**src/rtl/mips_regfile_write_arbiter.sv**
```systemverilog
// Write-port sequencer for the MIPS register file: after reset it zeroes r1..r31,
// then it grants the port round-robin between pipeline (A) and multi-cycle (B) writeback.
module mips_regfile_write_arbiter #(
  parameter int DATA_WIDTH = 32,
  parameter int ADDR_WIDTH = 5,
  parameter int NUM_REGS   = 32
) (
  input  logic                  CLK,
  input  logic                  reset,
  input  logic                  a_valid,
  input  logic [ADDR_WIDTH-1:0] a_addr,
  input  logic [DATA_WIDTH-1:0] a_data,
  output logic                  a_ready,
  input  logic                  b_valid,
  input  logic [ADDR_WIDTH-1:0] b_addr,
  input  logic [DATA_WIDTH-1:0] b_data,
  output logic                  b_ready,
  output logic                  RegWrite,
  output logic [ADDR_WIDTH-1:0] WriteAddress,
  output logic [DATA_WIDTH-1:0] DataIn,
  output logic                  init_done
);

  localparam logic [0:0] ST_CLEAR = 1'b0;
  localparam logic [0:0] ST_RUN   = 1'b1;

  localparam logic GNT_A = 1'b0;
  localparam logic GNT_B = 1'b1;

  localparam logic [ADDR_WIDTH-1:0] LAST_REG = ADDR_WIDTH'(NUM_REGS - 1);

  typedef struct packed {
    logic [ADDR_WIDTH-1:0] addr;
    logic [DATA_WIDTH-1:0] data;
  } wr_req_t;

  logic [0:0]            state;
  logic [ADDR_WIDTH-1:0] clear_ptr;
  logic                  last_grant;
  logic                  a_xfer, b_xfer;
  wr_req_t               sel;

  // Contention goes to whichever requester did not win last time.
  always_comb begin
    a_ready = 1'b0;
    b_ready = 1'b0;
    if (state == ST_RUN) begin
      a_ready = a_valid && (!b_valid || last_grant == GNT_B);
      b_ready = b_valid && (!a_valid || last_grant == GNT_A);
    end
  end

  assign a_xfer = a_valid && a_ready;
  assign b_xfer = b_valid && b_ready;

  always_comb begin
    sel = '{addr: b_addr, data: b_data};
    if (a_xfer) sel = '{addr: a_addr, data: a_data};
  end

  always_ff @(posedge CLK or negedge reset) begin
    if (!reset) begin
      state        <= ST_CLEAR;
      clear_ptr    <= ADDR_WIDTH'(1);
      last_grant   <= GNT_B;
      init_done    <= 1'b0;
      RegWrite     <= 1'b0;
      WriteAddress <= '0;
      DataIn       <= '0;
    end else if (state == ST_CLEAR) begin
      RegWrite     <= 1'b1;
      WriteAddress <= clear_ptr;
      DataIn       <= '0;
      clear_ptr    <= clear_ptr + ADDR_WIDTH'(1);
      if (clear_ptr == LAST_REG) begin
        state     <= ST_RUN;
        init_done <= 1'b1;
      end
    end else if (a_xfer || b_xfer) begin
      // r0 is hardwired zero: the handshake completes but the write is dropped.
      RegWrite     <= (sel.addr != '0);
      WriteAddress <= sel.addr;
      DataIn       <= sel.data;
      last_grant   <= a_xfer ? GNT_A : GNT_B;
    end else begin
      RegWrite <= 1'b0;
    end
  end

endmodule

```
**config.mk**
```make
export PLATFORM = sky130hd
export DESIGN_NAME = mips_regfile_write_arbiter
export DESIGN_NICKNAME = d
export VERILOG_FILES = /design/src/rtl/mips_regfile_write_arbiter.sv
export SDC_FILE = /design/constraint.sdc
export NUM_CORES = 1
export LEC_CHECK = 0
export ABC_AREA = 1
export BUFFER_PORTS_ARGS = -buffer_cell sky130_fd_sc_hd__buf_2
export CAP_MARGIN = 20
export CORE_UTILIZATION = 48
export DETAILED_ROUTE_END_ITERATION = 16
export MAX_ROUTING_LAYER = met4
export PLACE_DENSITY = 0.85
export SYNTH_ARGS = -nofsm -noshare
export SYNTH_HDL_FRONTEND = slang
export SYNTH_SLANG_ARGS = --single-unit
```
**constraint.sdc**
```tcl
create_clock -name CLK -period 2.7 [get_ports CLK]
set_input_delay 0 -clock CLK [delete_from_list [all_inputs] [get_ports CLK]]
set_output_delay 0 -clock CLK [all_outputs]
set_load 0.02 [all_outputs]
```
==> results.cfg, run 1 <==
[status]
status = complete, but fails checks
violations = negative hold slack

[placed_design]
hpwl_um = 4020
dpl-instance-area_um2 = 2780
dp.cells = 424
numPortBuffers = 118
gp_congestion = 0.915

[grt]
overflow = 0
grt.total_usage_pct = 29.1
grt_max_degree = 47
antenna_found_initial = 0
grt_pass1_wl_um = 10900
grt_pass1_vias = 2424

[synthesis]
yosysUniqueCellTypes = 24
syn_area_per_cell_um2 = 8.40
synthTopCellsByArea = dfrtp_1 (49%), nand2_1 (11%), o21ai_1 (9.6%)
synthArstFlopShare_pct = 100
seq_area_frac_synth_pct = 51.5
synth-warning-count = 0
synth_most_common_cell = nand2_1
synth_area_leader_cell = dfrtp_1
synth_top_area_share_pct = 49.1
synthFlopType = dfrtp_1
syn_nets = 347
ys_seq_elements = 46
synth-edff-count = 0
postSynthCellCount = 267
syn_area_um2 = 2240
synthTopCellsByCount = nand2_1 (64), dfrtp_1 (44), o21ai_1 (43), nor2_1 (42), o21ai_0 (22)

[finish]
drive_gt1_share_pct = 33.1
area_delta_synth_final_pct = 49.0
design_area_um2 = 3340
final_cells = 475
antennaDiodeCount = 0
finalNetCount = 503
finish.utilization_pct = 75.7

[sta]
timing.slew.headroom_pct = 66.5
maxSlewViolCount = 0
period_needed_ns = 2.14
hold_ws_ns = -0.000918
period_share_pct = 79.2
fin_tns_setup_ns = 0
fmax_mhz = 468
tightest_slew_ns = 0.502
finClkSkew_ns = 0.00411
rsz0062_at_grt = no
setup-violations-final = 0
hold_viol_final = 1

[floorplanning]
initial_utilization_pct = 50.8
die_area_um2 = 4950
die_x_um = 70.3
die_h_um = 70.3
ios = 119
std_cell_rows = 24
core_um2 = 4410

[pwr]
p_leak_nw = 1.69
p_comb_share_pct = 26.5
clkPwrFrac_pct = 28.8
p_sw_w = 0.000525
switching_share_pct = 29.5
power_density_nw_per_um2 = 533
p_seq_share_pct = 44.7
internal_power_w = 0.00125
ir_worst_vdd_uv = 377

[setup_path]
path_class = register to register
crit_buf_inv = 2
end_kind = register
arrival_ns = 2.37
startpoint_type = register
cp_max_fo = 37
cp_cell_sequence = o21ai_2 -> inv_4 -> nor2_8 -> nand2_1 -> o21ai_1 -> dlygate4sd3_1
cp_slowest_stage_delay_ns = 0.57
cpMaxStageDelayCell = dlygate4sd3_1
critPathTopFamily = buffers and inverters
required_ns = 2.93

[clock_tree]
h-tree-depth = 2
cts_resized = 0
cts_buffers = 5
cts.path.max_buffers = 2
insertion_delay_ns = 0.29
cts_tree = built
clkSinkCount = 46
clockRootBuffer = clkbuf_8
path_clk_slew_ns = 0.08

[route]
vias_per_cell = 5.19
drt-pass1-iter-count = 4
routed_wl_um = 6690
drt_first_iter_violations = 196
via_count = 2463
ant_nets = 0
wire_per_inst_um = 14.1
drcViolationCount = 0

[run]
maxCapViolations = 0

[min_path]
min_path_type = primary input to register
## power by group through the flow
stage | clock network (W) | logic [W] | registers [W]
floorplan | 0 | 0.000154 | 0.000892
global placement | 0 | 0.000387 | 0.000806
detailed placement | 0 | 0.000394 | 0.000807
CTS | 0.000522 | 0.000458 | 0.000794
global route | 0.000551 | 0.000513 | 0.000802
finish | 0.000512 | 0.000472 | 0.000795
## cells in the final DEF (no fill, tap or decap)
| cell | count |
|---|---|
| inv_2 | 2 |
| bufinv_16 | 1 |
| clkbuf_8 | 6 |
| inv_8 | 1 |
| nand2_8 | 1 |
| nand2_2 | 1 |
| inv_4 | 2 |
| nand3_1 | 10 |
| a21o_1 | 1 |
| inv_1 | 8 |
| or2_2 | 1 |
| dfstp_2 | 2 |
| a21oi_1 | 2 |
| ha_1 | 2 |
| nor2_8 | 1 |
| xnor2_1 | 1 |
| nand2_1 | 64 |
| buf_2 | 118 |
| o21ai_0 | 22 |
| dfrtp_1 | 44 |
| nor2_1 | 42 |
| dlygate4sd3_1 | 43 |
| nor2_2 | 2 |
| o21ai_2 | 1 |
| buf_12 | 1 |
| o21ai_1 | 43 |
| xor2_1 | 1 |
## logic make-up after synthesis
logic type                 Yosys count  share of synthesized area [%]
adders and majority gates            2                           1.12
xor gates and xnor gates             2                          0.781
AOI/OAI and AO/OA                   69                           15.7
and+or+nand+nor                    122                           22.9
buffers and inverters               26                           8.09
DFF                                 46                           51.5
## worst min-delay path, stage by stage
cell	delay (ns)
buf_2	0.09
nor2_1	0.04
o21ai_1	0.13
## layout make-up
class                      instances  area [um2]
timing repair buffer             162        1040
multi-input combinational        195         907
sequential                        46        1150
fill                             303        1070
clock inverter                     1        30.0
tap                               52        65.1
inverter                          13        61.3
clock buffer                       6        82.6
## sequential cells by signal, summed over array words and instances, names as in the netlist
signal,cells
init_done,1
state,1
WriteAddress,5
DataIn,32
clear_ptr,5
last_grant,1
RegWrite,1
## per-layer routing
metal	global-route usage, %	vias to the layer above	wire length (um)
met4	12.4	0	193
met5	-	-	0
met1	33.8	1147	2700
li1	-	1183	-
met2	48.7	110	3390
met3	5.92	23	406
## repair_timing
action                    CTS  global route
setup buffers               0             0
hold buffers               42             1
hold endpoints to repair   73             1
## per-stage QoR
step / total power (W) / setup slack (ns) / hold WS, ns
6_report: 0.00178 / 0.562 / -0.000918
5_1_grt: 0.00187 / 0.455 / 0.00250
4_1_cts: 0.00177 / 0.662 / 0.000493
3_5_place_dp: 0.00120 / 1.03 / 0.231
3_3_place_gp: 0.00119 / 1.12 / 0.215
2_1_floorplan: 0.00105 / 1.43 / -0.296
## worst paths after layout
check                          start      endpoint  slack, ns  cells after the start
max                            state    DataIn[11]       0.56                      6
min                        b_data[7]     DataIn[7]    -0.0009                      3
max reg2reg                    state    DataIn[11]       0.56                      6
min reg2reg                DataIn[3]     DataIn[3]       0.49                      2
max in group asynchronous      reset  clear_ptr[0]       2.18                      3
min in group asynchronous      reset    DataIn[13]       0.04                      2
(Power assumes the default switching activity.)
==> run 2: changes to the inputs <==
--- a/config.mk
+++ b/config.mk
@@ -8,10 +8,10 @@
 export ABC_AREA = 1
 export BUFFER_PORTS_ARGS = -buffer_cell sky130_fd_sc_hd__buf_2
 export CAP_MARGIN = 20
-export CORE_UTILIZATION = 48
+export CORE_UTILIZATION = 40
 export DETAILED_ROUTE_END_ITERATION = 16
 export MAX_ROUTING_LAYER = met4
-export PLACE_DENSITY = 0.85
+export PLACE_DENSITY = 0.75
 export SYNTH_ARGS = -nofsm -noshare
 export SYNTH_HDL_FRONTEND = slang
 export SYNTH_SLANG_ARGS = --single-unit
==> constraint.sdc (replaced) <==
create_clock -name CLK -period 1.75 [get_ports CLK]
set_input_delay 0 -clock CLK [delete_from_list [all_inputs] [get_ports CLK]]
set_output_delay 0 -clock CLK [all_outputs]
set_load 0.02 [all_outputs]
==> results.cfg, run 2 (synthesis gave the netlist of run 1 again) <==
[status]
status = finished, final reports clean

[floorplanning]
std_cell_rows = 26
die_h_um = 76.9
die_area_um2 = 5910
core_um2 = 5240
ios = 119
die_x_um = 76.9
initial_utilization_pct = 42.8

[route]
drt-pass1-iter-count = 5
vias_per_cell = 4.94
drt_first_iter_violations = 155
routed_wl_um = 6780
ant_nets = 0
wire_per_inst_um = 13.5
drcViolationCount = 0
via_count = 2489

[setup_path]
required_ns = 1.75
reg2reg_slack_ns = 0.17
end_kind = primary output
startpoint = last_grant
path_class = register to primary output
critPathTopFamily = flip-flops
crit_buf_inv = 3
reg2reg_from = last_grant
cp_max_fo = 34
arrival_ns = 1.58
rr_worst_depth = 6
cp_cell_sequence = inv_1 -> nand2_2 -> nand2_8 -> inv_8 -> buf_2
timing.rr.end = DataIn[20]
cp_slowest_stage_delay_ns = 0.54
startpoint_type = register
cpMaxStageDelayCell = dfstp_2
path_depth = 5
crit_path_end = a_ready

[placed_design]
dpl-instance-area_um2 = 2860
hpwl_um = 4270
numPortBuffers = 118
gp_congestion = 0.818

[finish]
largest_registers = DataIn (32), WriteAddress (5), clear_ptr (5)
final_common_cell = buf_2
drive_gt1_share_pct = 33.4
finalNetCount = 513
design_area_um2 = 3430
regMostFlops = DataIn
n_fill_cell = 435
antennaDiodeCount = 0
final_cell_mix = buf_2 (118), nand2_1 (64), dlygate4sd3_1 (48)
largest_reg_flops = 32
area_delta_synth_final_pct = 53.0

[sta]
hold_ws_ns = 0.000596
period_share_pct = 90.6
fmax_mhz = 631
rsz0062_at_grt = no
hold_viol_final = 0
setup-violations-final = 0
fin_tns_setup_ns = 0
maxSlewViolCount = 0
finClkSkew_ns = 0.00728
timing.slew.headroom_pct = 80.0
tightest_slew_ns = 0.300
period_needed_ns = 1.58

[clock_tree]
cts_setup_buffers = 0
cts_tree = built
cts_buffers = 5
cts.path.max_buffers = 2
path_clk_slew_ns = 0.08
cts_resized = 0
clockRootBuffer = clkbuf_8
insertion_delay_ns = 0.30
holdBufCountCts = 46
clkSinkCount = 46
h-tree-depth = 2

[pwr]
p_leak_nw = 1.72
power_density_nw_per_um2 = 763
ir_worst_vdd_uv = 422

[run]
maxCapViolations = 0

[grt]
overflow = 0
grt_pass1_vias = 2444
grt_max_degree = 35
antenna_found_initial = 0
grt_pass1_wl_um = 11300
grt.total_usage_pct = 24.9

[min_path]
min_path_type = primary input to register
run 2: area by class of cell:
class                      instances  area (um2)  share of cell area [%]
sequential                        46        1150                    33.6
timing repair buffer             172        1130                    32.9
multi-input combinational        195         907                    26.5
tap                               70        87.6                    2.55
clock buffer                       7        86.3                    2.52
inverter                          13        61.3                    1.79
clock inverter                     1        5.00                   0.146
run 2: per-layer routing:
metal / part of all wire, % / track usage [%] / vias to the layer above
met5: 0 / - / -
li1: - / - / 1198
met4: 4.3 / 12.1 / 0
met1: 42 / 29.9 / 1137
met3: 6.8 / 6.07 / 30
met2: 47 / 39.2 / 124
run 2: worst min path at each step:
stage               startpoint         end  slack (ns)  depth (start not counted)
floorplan                reset   DataIn[0]       -0.30                          0
global placement         reset  DataIn[12]       -0.11                          1
detailed placement       reset  DataIn[12]       -0.10                          1
CTS                 a_data[29]  DataIn[29]       0.001                          3
global route         b_data[4]   DataIn[4]      0.0004                          3
finish              a_data[29]  DataIn[29]      0.0006                          3
run 2: per-stage QoR:
step           setup WS, ns  util (%)  std cells  total power [W]
2_1_floorplan         0.476         -        267          0.00161
3_3_place_gp          0.301      54.6        448          0.00186
6_report              0.165      65.5        504          0.00262
3_5_place_dp          0.257      54.6        448          0.00187
4_1_cts               0.152      65.1        502          0.00262
5_1_grt              0.0715      65.5        504          0.00276
run 2: power by group:
group | total (W) | internal [W] | switching [W]
Clock | 0.000675 | 0.000319 | 0.000356
Sequential | 0.00123 | 0.00117 | 0.0000555
Combinational | 0.000716 | 0.000298 | 0.000418
run 2: worst reg2reg max path, stage by stage (launching register included):
cell and delay (ns):
dfstp_2 0.54, inv_1 0.05, nand2_2 0.16, nand2_8 0.13, buf_4 0.23, o21ai_0 0.25, o21ai_1 0.11
==> run 3: changes to the inputs <==
--- a/config.mk
+++ b/config.mk
@@ -8,10 +8,12 @@
 export ABC_AREA = 1
 export BUFFER_PORTS_ARGS = -buffer_cell sky130_fd_sc_hd__buf_2
 export CAP_MARGIN = 20
-export CORE_UTILIZATION = 40
+export CELL_PAD_IN_SITES_DETAIL_PLACEMENT = 0
+export CELL_PAD_IN_SITES_GLOBAL_PLACEMENT = 1
+export CORE_UTILIZATION = 28
 export DETAILED_ROUTE_END_ITERATION = 16
 export MAX_ROUTING_LAYER = met4
-export PLACE_DENSITY = 0.75
+export PLACE_DENSITY_LB_ADDON = 0.1
 export SYNTH_ARGS = -nofsm -noshare
 export SYNTH_HDL_FRONTEND = slang
 export SYNTH_SLANG_ARGS = --single-unit
==> results.cfg, run 3 (synthesis gave the netlist of run 1 again) <==
[pwr]
p_seq_share_pct = 44.2
p_leak_nw = 1.79
power_density_nw_per_um2 = 765
clkPwrFrac_pct = 29.1
internal_power_w = 0.00191
switching_share_pct = 30.9
ir_worst_vdd_uv = 461
p_comb_share_pct = 26.7
p_sw_w = 0.000858

[floorplanning]
core_um2 = 7730
die_x_um = 91.5
die_h_um = 91.5
ios = 119
initial_utilization_pct = 29.0
std_cell_rows = 32
die_area_um2 = 8370

[sta]
period_share_pct = 92.2
period_needed_ns = 1.61
hold_viol_final = 0
timing.slew.headroom_pct = 59.6
rsz0062_at_grt = no
maxSlewViolCount = 0
tightest_slew_ns = 0.606
finClkSkew_ns = 0.00835
fmax_mhz = 620
setup-violations-final = 0
fin_tns_setup_ns = 0

[status]
status = finished, final reports clean

[route]
drcViolationCount = 0
drt-pass1-iter-count = 4
drt_first_iter_violations = 72
ant_nets = 0
routed_wl_um = 7180
vias_per_cell = 4.36
wire_per_inst_um = 13.1
via_count = 2387

[clock_tree]
cts.path.max_buffers = 2
clockRootBuffer = clkbuf_8
insertion_delay_ns = 0.30
clkSinkCount = 46
cts_tree = built
path_clk_slew_ns = 0.09
cts_buffers = 5
h-tree-depth = 2

[grt]
grt.total_usage_pct = 17.6
antenna_found_initial = 0
overflow = 0
grt_pass1_vias = 2329
grt_pass1_wl_um = 11200
grt_max_degree = 47

[placed_design]
dp.cells = 480
hpwl_um = 4690
gp_congestion = 0.747
numPortBuffers = 118

[setup_path]
cp_cell_sequence = inv_1 -> nand2_4 -> nand2_8 -> clkinv_16 -> buf_4 -> buf_2
startpoint_type = register
path_class = register to primary output
end_kind = primary output
cpMaxStageDelayCell = dfstp_2
crit_buf_inv = 4
cp_slowest_stage_delay_ns = 0.54
cp_max_fo = 28
critPathTopFamily = flip-flops
required_ns = 1.75
arrival_ns = 1.61

[run]
maxCapViolations = 0

[finish]
antennaDiodeCount = 0
regMostFlops = DataIn
finalNetCount = 524
final_cell_mix = buf_2 (118), nand2_1 (64), dlygate4sd3_1 (58)
final_cells = 547
drive_gt1_share_pct = 32.8
final_common_cell = buf_2
largest_registers = DataIn (32), WriteAddress (5), clear_ptr (5)
largest_reg_flops = 32
area_delta_synth_final_pct = 61.6

[min_path]
min_path_type = primary input to register
==> run 3: worst paths after layout <==
check | slack (ns) | start | cells after the start | end
worst max-delay path | 0.14 | last_grant | 6 | a_ready
worst min-delay path | 0.009 | a_data[20] | 3 | DataIn[20]
worst max register to register | 0.30 | last_grant | 6 | DataIn[27]
worst min register to register | 0.47 | init_done | 1 | init_done
max in group asynchronous | 1.01 | reset | 3 | DataIn[27]
min in group asynchronous | 0.32 | reset | 3 | DataIn[13]
==> run 3: tightest hold or removal path: stages <==
cell,delay [ns]
buf_2,0.07
o21ai_0,0.08
o21ai_1,0.12
==> run 3: area by class of cell <==
type | instances | area, um2
clock inverter | 2 | 37.5
timing repair buffer | 182 | 1230
inverter | 13 | 80.1
sequential | 46 | 1150
clock buffer | 6 | 72.6
multi-input combinational | 196 | 923
fill | 791 | 4100
tap | 102 | 128
==> run 3: power by group through the flow <==
stage,clock network (W),registers (W),logic (W)
finish,0.000806,0.00122,0.000741
global route,0.000867,0.00124,0.000814
floorplan,0,0.00138,0.000237
detailed placement,0,0.00125,0.000635
CTS,0.000831,0.00123,0.000739
global placement,0,0.00125,0.000635
==> run 3: metrics by stage <==
| stage | hold slack (ns) | power (W) | setup WS (ns) | area [um2] | util (%) |
|---|---|---|---|---|---|
| after global routing | 0.00930 | 0.00292 | 0.0590 | 3620 | 46.9 |
| after detailed placement | 0.145 | 0.00188 | 0.220 | 2900 | 37.5 |
| after global placement | 0.151 | 0.00188 | 0.263 | 2900 | 37.5 |
| final | 0.00854 | 0.00277 | 0.137 | 3620 | 46.9 |
| after CTS | 0.000566 | 0.00280 | 0.0225 | 3590 | 46.5 |
| after floorplan | -0.296 | 0.00161 | 0.476 | 2240 | - |
==> run 3: layer usage <==
metal / part of all wire, % / vias up / GRT usage (%)
met5: 0 / - / -
met4: 1.3 / 0 / 5.69
met3: 5.1 / 8 / 3.35
met2: 46 / 78 / 27.4
met1: 47 / 1082 / 23.1
li1: - / 1219 / -
==> run 3: repair_timing <==
item,in CTS,in global routing
setup endpoints to repair,1,1
pin swaps,0,1
cloned,0,1
setup buffers,0,0
resized for setup,1,3
hold buffers,58,0
endpoints found under the hold margin,75,0
